[config.mk]
export PLATFORM = sky130hd
export DESIGN_NAME = uart_rx
export DESIGN_NICKNAME = d
export VERILOG_FILES = /design/src/rtl/uart_rx.sv
export SDC_FILE = /design/constraint.sdc
export NUM_CORES = 1
export LEC_CHECK = 0
export CAP_MARGIN = 20
export CORE_MARGIN = 4
export CORE_UTILIZATION = 50
export DETAILED_ROUTE_END_ITERATION = 12
export PLACE_DENSITY = 0.74
export SETUP_SLACK_MARGIN = 0.02
export SLEW_MARGIN = 30
export SYNTH_ARGS = -nofsm -noshare
export SYNTH_HDL_FRONTEND = slang
export SYNTH_SLANG_ARGS = --single-unit
[constraint.sdc]
create_clock -name SYS_CLK -period 2.5 [get_ports SYS_CLK]
set_input_delay 0.5 -clock SYS_CLK [delete_from_list [all_inputs] [get_ports SYS_CLK]]
set_output_delay 0.5 -clock SYS_CLK [all_outputs]
set_load 0.03 [all_outputs]
[src/rtl/uart_rx.sv]
// uart_rx: 8-bit serial receiver (1 start, 8 data LSB first, optional parity, 1 stop) with a one-entry holding register.
// Latency: byte or error pulse is registered on the edge after the mid-stop sample (2 sync + 1 detect + half bit + 9/10 bit times).
// Backpressure: rx_valid/rx_ready; a good byte arriving while the register is full and not being accepted is dropped with an overrun pulse.
module uart_rx #(
  parameter int CLKS_PER_BIT = 434,
  parameter bit PARITY_EN    = 1'b0,
  parameter bit PARITY_ODD   = 1'b0
) (
  input  logic       SYS_CLK,
  input  logic       RSTn,
  input  logic       rx,
  output logic [7:0] rx_data,
  output logic       rx_valid,
  input  logic       rx_ready,
  output logic       frame_err,
  output logic       parity_err,
  output logic       overrun,
  output logic       busy
);

  localparam int CW = $clog2(CLKS_PER_BIT);
  localparam logic [CW-1:0] CNT_LAST = CW'(CLKS_PER_BIT - 1);
  localparam logic [CW-1:0] CNT_HALF = CW'(CLKS_PER_BIT / 2 - 1);

  typedef enum logic [2:0] {
    S_IDLE,
    S_START,
    S_DATA,
    S_PARITY,
    S_STOP,
    S_BREAK
  } state_t;

  logic [1:0]    sync_q;
  logic          rxs;
  logic [1:0]    fill_q;
  logic          armed_q, armed_d;
  state_t        state_q, state_d;
  logic [CW-1:0] cnt_q, cnt_d;
  logic [2:0]    idx_q, idx_d;
  logic [7:0]    data_q, data_d;
  logic          par_bad_q, par_bad_d;
  logic          deliver;
  logic          frame_d, parity_d, overrun_d;
  logic          frame_q, parity_q, overrun_q;
  logic [7:0]    rx_data_q, rx_data_d;
  logic          rx_valid_q, rx_valid_d;

  assign rxs = sync_q[1];

  // Two-flop synchronizer for the asynchronous line; resets to the idle (high) level.
  always_ff @(posedge SYS_CLK or negedge RSTn) begin
    if (!RSTn) begin
      sync_q <= 2'b11;
    end else begin
      sync_q <= {sync_q[0], rx};
    end
  end

  // Marks when rxs carries a real line sample rather than the reset value, so a line
  // held low through reset is not mistaken for a start bit.
  always_ff @(posedge SYS_CLK or negedge RSTn) begin
    if (!RSTn) begin
      fill_q <= 2'b00;
    end else begin
      fill_q <= {fill_q[0], 1'b1};
    end
  end

  // Receiver FSM state, counters and assembly registers.
  always_ff @(posedge SYS_CLK or negedge RSTn) begin
    if (!RSTn) begin
      state_q   <= S_IDLE;
      cnt_q     <= '0;
      idx_q     <= '0;
      data_q    <= '0;
      par_bad_q <= 1'b0;
      armed_q   <= 1'b0;
    end else begin
      state_q   <= state_d;
      cnt_q     <= cnt_d;
      idx_q     <= idx_d;
      data_q    <= data_d;
      par_bad_q <= par_bad_d;
      armed_q   <= armed_d;
    end
  end

  // Next-state logic: start qualification at mid-start, then one sample per bit time at mid-bit.
  always_comb begin
    state_d   = state_q;
    cnt_d     = cnt_q;
    idx_d     = idx_q;
    data_d    = data_q;
    par_bad_d = par_bad_q;
    armed_d   = armed_q;
    deliver   = 1'b0;
    frame_d   = 1'b0;
    parity_d  = 1'b0;
    case (state_q)
      S_IDLE: begin
        cnt_d = '0;
        // The line must be seen high once after reset before a falling level counts as a start.
        if (fill_q[1] && rxs) begin
          armed_d = 1'b1;
        end
        if (armed_q && !rxs) begin
          state_d = S_START;
        end
      end
      S_START: begin
        if (cnt_q == CNT_HALF) begin
          cnt_d     = '0;
          idx_d     = '0;
          par_bad_d = 1'b0;
          state_d   = rxs ? S_IDLE : S_DATA;
        end else begin
          cnt_d = cnt_q + CW'(1);
        end
      end
      S_DATA: begin
        if (cnt_q == CNT_LAST) begin
          cnt_d         = '0;
          data_d[idx_q] = rxs;
          idx_d         = idx_q + 3'd1;
          if (idx_q == 3'd7) begin
            state_d = PARITY_EN ? S_PARITY : S_STOP;
          end
        end else begin
          cnt_d = cnt_q + CW'(1);
        end
      end
      S_PARITY: begin
        if (cnt_q == CNT_LAST) begin
          cnt_d     = '0;
          par_bad_d = (rxs != ((^data_q) ^ PARITY_ODD));
          state_d   = S_STOP;
        end else begin
          cnt_d = cnt_q + CW'(1);
        end
      end
      S_STOP: begin
        if (cnt_q == CNT_LAST) begin
          cnt_d = '0;
          if (!rxs) begin
            frame_d = 1'b1;
            state_d = S_BREAK;
          end else if (par_bad_q) begin
            parity_d = 1'b1;
            state_d  = S_IDLE;
          end else begin
            deliver = 1'b1;
            state_d = S_IDLE;
          end
        end else begin
          cnt_d = cnt_q + CW'(1);
        end
      end
      S_BREAK: begin
        // Hold here through a long low line so it reports a single framing error.
        cnt_d = '0;
        if (rxs) begin
          state_d = S_IDLE;
        end
      end
      default: begin
        cnt_d   = '0;
        state_d = S_IDLE;
      end
    endcase
  end

  // Holding register: a delivery wins over a clear when it coincides with an accept.
  always_comb begin
    rx_valid_d = rx_valid_q;
    rx_data_d  = rx_data_q;
    overrun_d  = 1'b0;
    if (deliver) begin
      if (!rx_valid_q || rx_ready) begin
        rx_valid_d = 1'b1;
        rx_data_d  = data_q;
      end else begin
        overrun_d = 1'b1;
      end
    end else if (rx_valid_q && rx_ready) begin
      rx_valid_d = 1'b0;
    end
  end

  // Output registers: holding register and single-cycle error pulses.
  always_ff @(posedge SYS_CLK or negedge RSTn) begin
    if (!RSTn) begin
      rx_data_q  <= 8'h00;
      rx_valid_q <= 1'b0;
      frame_q    <= 1'b0;
      parity_q   <= 1'b0;
      overrun_q  <= 1'b0;
    end else begin
      rx_data_q  <= rx_data_d;
      rx_valid_q <= rx_valid_d;
      frame_q    <= frame_d;
      parity_q   <= parity_d;
      overrun_q  <= overrun_d;
    end
  end

  assign rx_data    = rx_data_q;
  assign rx_valid   = rx_valid_q;
  assign frame_err  = frame_q;
  assign parity_err = parity_q;
  assign overrun    = overrun_q;
  assign busy       = (state_q != S_IDLE);

endmodule

# --- Word level (Yosys, flattened, before mapping) ---
# Index checks and enable logic that the tools add are counted.
word_totals:
  reg_bits: 41
  romBits: 0
  latch_bits: 0
  mem_count: 0
  wordCells: 93
  mem_bits_rw: 0
  output_inout_bits: 13
op_classes:
  eq_ne: 17
  order_cmp: 2
  div: 0
  bitwise: 0
  addsub: 2
  muxes: 38
  multipliers: 0
  shifts: 0
  reduce_logical: 21
op_table:
  columns: ["op", "n"]
  rows:
  - ["3-bit two-way mux", 10]
  - ["1-bit two-way mux", 19]
  - ["9-bit two-way mux", 2]
  - ["3-bit case mux with 6 select lines", 1]
  - ["9-bit case mux with 2 select lines", 1]
  - ["2-bit inequality test (second input constant)", 7]
  - ["9-bit by 1-bit adder with 9-bit output (second input constant)", 1]
  - ["3-bit == test (second input constant)", 3]
  - ["9-bit by 8-bit == test with 1-bit output (second input constant)", 1]
  - ["9-bit == test (second input constant)", 1]
  - ["8-bit bitwise mux", 1]
  - ["2-bit AND reduction", 4]
  - ["8-bit parity", 1]
  - ["7-bit AND reduction", 1]
  - ["3-bit by 2-bit == test with 1-bit output (second input constant)", 2]
  - ["3-bit case mux with 2 select lines", 1]
  - ["3-bit AND reduction", 2]
  - ["2-bit nonzero test", 3]
  - ["1-bit logical AND", 4]
  - ["3-bit by 4-bit less-than comparator with 1-bit output (second input constant)", 1]
  - ["3-bit by 1-bit adder with 3-bit output (second input constant)", 1]
  - ["1-bit demux with 3-bit select", 1]
  - ["3-bit by 1-bit == test with 1-bit output (second input constant)", 1]
  - ["3-bit by 1-bit >= comparator with 1-bit output (second input constant)", 1]
  - ["other kinds (9)", 10]

# --- Depth between registers and ports, before layout ---
depth:
  word_depth: 6
  mapped_depth: 7
  depth_no_buf: 6

# --- Worst setup path after synthesis ---
# Ideal clock, no wire load.
synth_timing:
  path_type: "reg2reg"
  from: "register cnt_q[1]"
  to: "register data_q[6]"
  arrival_time_ns: 1.998
  setup_ns: 0.127
  required_time_ns: 2.373
  setup_slack_ns: 0.374
  period_less_slack_ns: 2.126
  n_path_buf: 1
  stages_incl_launch_ff: 8
  cell_sequence: "dfrtp_1 > inv_1 > ha_1 > nand4b_1 > or4_1 > buf_2 > or4_1 > mux2_1"
synth_via:
  elab_chain_len: 2
synth_lines:
  columns: ["element", "line_no", "source"]
  rows:
  - ["start, declared", "39", "logic [CW-1:0] cnt_q, cnt_d;"]
  - ["start signal, assigned", "81", "cnt_q <= cnt_d;"]
  - ["9-bit == test", "122", "if (cnt_q == CNT_LAST) begin"]
  - ["2-bit AND reduction (no source line)", null, null]
  - ["end signal, assigned", "83", "data_q <= data_d;"]
  - ["end, declared", "41", "logic [7:0] data_q, data_d;"]
# Every way passes these cells.
# A chain may end at the register's enable or synchronous reset.

# --- Final worst setup path ---
layout_timing:
  from: "register state_q[0]"
  to: "output busy"
layout_via:
  elab_chain_len: 1
layout_lines:
  columns: ["element", "line_no", "source"]
  rows:
  - ["start, declared", "38", "state_t state_q, state_d;"]
  - ["start signal, assigned", "80", "state_q <= state_d;"]
  - ["3-bit nonzero test", "212", "assign busy = (state_q != S_IDLE);"]
  - ["end, declared", "18", "output logic busy"]
# Every way passes these cells.

==> metrics.txt <==
status completed; clock latency on the worst-skew pair 0.29 ns; row cnt 22; gr usage total 15.9%; clk slew on worst S/H paths 0.07 ns; Post-CTS Setup Inserts 0; fin area 2280 sq um; post-CTS resize count 0; pwr/cell area 733 nW/um^2; critical path endpoint category output pin; I/O pins 17; pre-CTS setup slack 0.239 ns; DP HPWL 2580 um; Layout area overhead 16.7%; routed vias 1324; Synth Cell Area 1960 sq um; Initial DRT Pass Iterations 4; register area share after synthesis 52.6%; met2 WL 1750 um; Num Clock Sinks 41; Peak VDD IR 359 uV; initial antenna violation count 0; hold buffer count at CTS 0; worst path required time 2.00 ns; met1 WL 1570 um; fmax 0.424 GHz; die area 4980 sq um; dpl cells 230; die height 70.6 um; DRT iter0 DRCs 92; Routed Wire Length 3530 um; core area 3720 sq um; Setup CP Type register to output pin; Area contributors post-synth dfrtp_1 (50%), mux2_2 (9.2%), ha_1 (3.2%); #FFs+latches synth 41; gr ovfl total 0; Final ANT Viol Nets 0; Layout Skew 0.00560 ns; DR DRC count 0; ant diodes 0; syn avg cell area 11.8 sq um; layout cell share with drive strength beyond 1 20.0%; setup TNS after final layout 0 ns; Max Slew Vio Count 0; first-pass GRT wire length 6290 um; CTS tree yes; pin count of the biggest net entering global routing 42; Crit Path Max Fanout 13; number of CTS-inserted buffers 5; Clock Path Buffers 2; Synth async-reset ratio 100%; H-tree levels 2; cell count after synthesis 166; vias in the first global route 1348; Hold Crit Class primary input to async pin; Starting Density 52.7%; GPL Wtd Cong 0.929; Final setup viols 0; post-synthesis cell type count 46; PortBufs 16; most frequent cells in the layout dfrtp_1 (39), mux2_2 (16), nor2_1 (15), clkdlybuf4s50_1 (15); max cap viols 0; startpoint types register; die extent in x 70.6 um; fin nets 198; Ys Warns 0; RSZ-0062 raised after global routing no; Final Critical Period 2.36 ns; top cell type's share of synthesized area 49.9%; critical path data arrival time 1.86 ns; final worst slack 0.142 ns; highest metal used met4; met3 wire length 160 um; Area after DPL 2180 sq um; largest area contributor in the netlist dfrtp_1; Synth Flop Type dfrtp_1; Final Hold Viols 0; post-DR vias/cell 5.56; final non-filler cell total 238; Synth Net Count 175; final worst-path cycle share 94.3%; Root Driver clkbuf_8; commonest non-fill, non-tap cell in the layout dfrtp_1; leakage 0.00103 uW; Routed WL per cell 14.8 um; EDFF count, synth 0
==> stage by stage <==
step | total power [uW] | util [%] | hold slack [ns]
floorplan | 1080 | - | 0.204
global placement | 1190 | 58.7 | 0.333
detailed placement | 1220 | 58.7 | 0.346
CTS | 1680 | 61.4 | 0.352
global route | 1780 | 61.4 | 0.213
finish | 1670 | 61.4 | 0.175
==> kinds of logic (layout without fill, tap and decap cells) <==
family | count (synthesis) | in the layout | synth area share (%)
simple gates | 64 | 64 | 20.1
flops | 41 | 41 | 52.6
mux | 17 | 17 | 9.78
compound gates | 14 | 14 | 4.92
xor+xnor | 14 | 14 | 6.97
buf+inv | 10 | 34 | 2.30
fa+ha+maj | 5 | 5 | 3.20
other cells | 1 | 1 | 0.192
==> area by class of cell <==
cell class              instances  area [sq um]
repair buffers                 20           188
flip-flops and latches         41          1030
fillers                       308          1430
inverters                       6          22.5
clock buffers                   7          96.3
clock inverters                 1          5.00
well taps                      48          60.1
multi-input cells             115           883
==> power by group <==
group          total, uW  internal, uW  switching [uW]
clock network        463           249             213
logic                399           187             212
registers            811           714            97.0
total               1670          1150             523
==> Yosys cell counts (2+ instances only) <==
master	count
nand2_1	6
nand3b_1	2
o21ai_0	3
ha_1	5
xnor2_1	6
nor3_1	3
nor3b_1	2
nand4_1	4
nand2b_1	4
or4_1	2
nand4b_1	2
xor2_1	7
nor2_1	15
mux2_2	16
buf_2	2
or2_2	3
nor2b_1	2
nand3_1	6
nor4_1	3
o31ai_1	2
dfstp_2	2
inv_1	6
a21oi_1	2
dfrtp_1	39
==> per-layer routing <==
layer / track usage, % / up-vias
met5: 0 / -
met4: 8.14 / 0
met3: 3.41 / 6
met2: 25.8 / 26
met1: 20.3 / 661
li1: - / 631
==> critical path, cell delays in order, from the launching register on <==
cell and delay (ns):
dfrtp_1 0.51, or3_1 0.45, clkdlybuf4s50_1 0.61
==> sequential cells by signal, indices dropped and copies added, names as in the netlist <==
signal	flops
fill_q	2
state_q	3
armed_q	1
sync_q	2
parity_err	1
idx_q	3
overrun	1
rx_valid	1
data_q	8
cnt_q	9
rx_data	8
par_bad_q	1
frame_err	1
==> final timing paths <==
| check | from | to | slack [ns] | cells after the start |
|---|---|---|---|---|
| worst max-delay path | state_q[0]$_DFFE_PN0P_ | busy | 0.14 | 2 |
| worst min-delay path | RSTn | data_q[2]$_DFFE_PN0P_ | 0.17 | 1 |
| worst max register to register | cnt_q[1]$_DFF_PN0_ | data_q[6]$_DFFE_PN0P_ | 0.25 | 6 |
| worst min register to register | fill_q[0]$_DFF_PN0_ | fill_q[1]$_DFF_PN0_ | 0.36 | 0 |
| max in group asynchronous | RSTn | sync_q[1]$_DFF_PN1_ | 1.96 | 1 |
| min in group SYS_CLK | fill_q[0]$_DFF_PN0_ | fill_q[1]$_DFF_PN0_ | 0.36 | 0 |
Note: power is estimated with default switching activity, not from simulation.
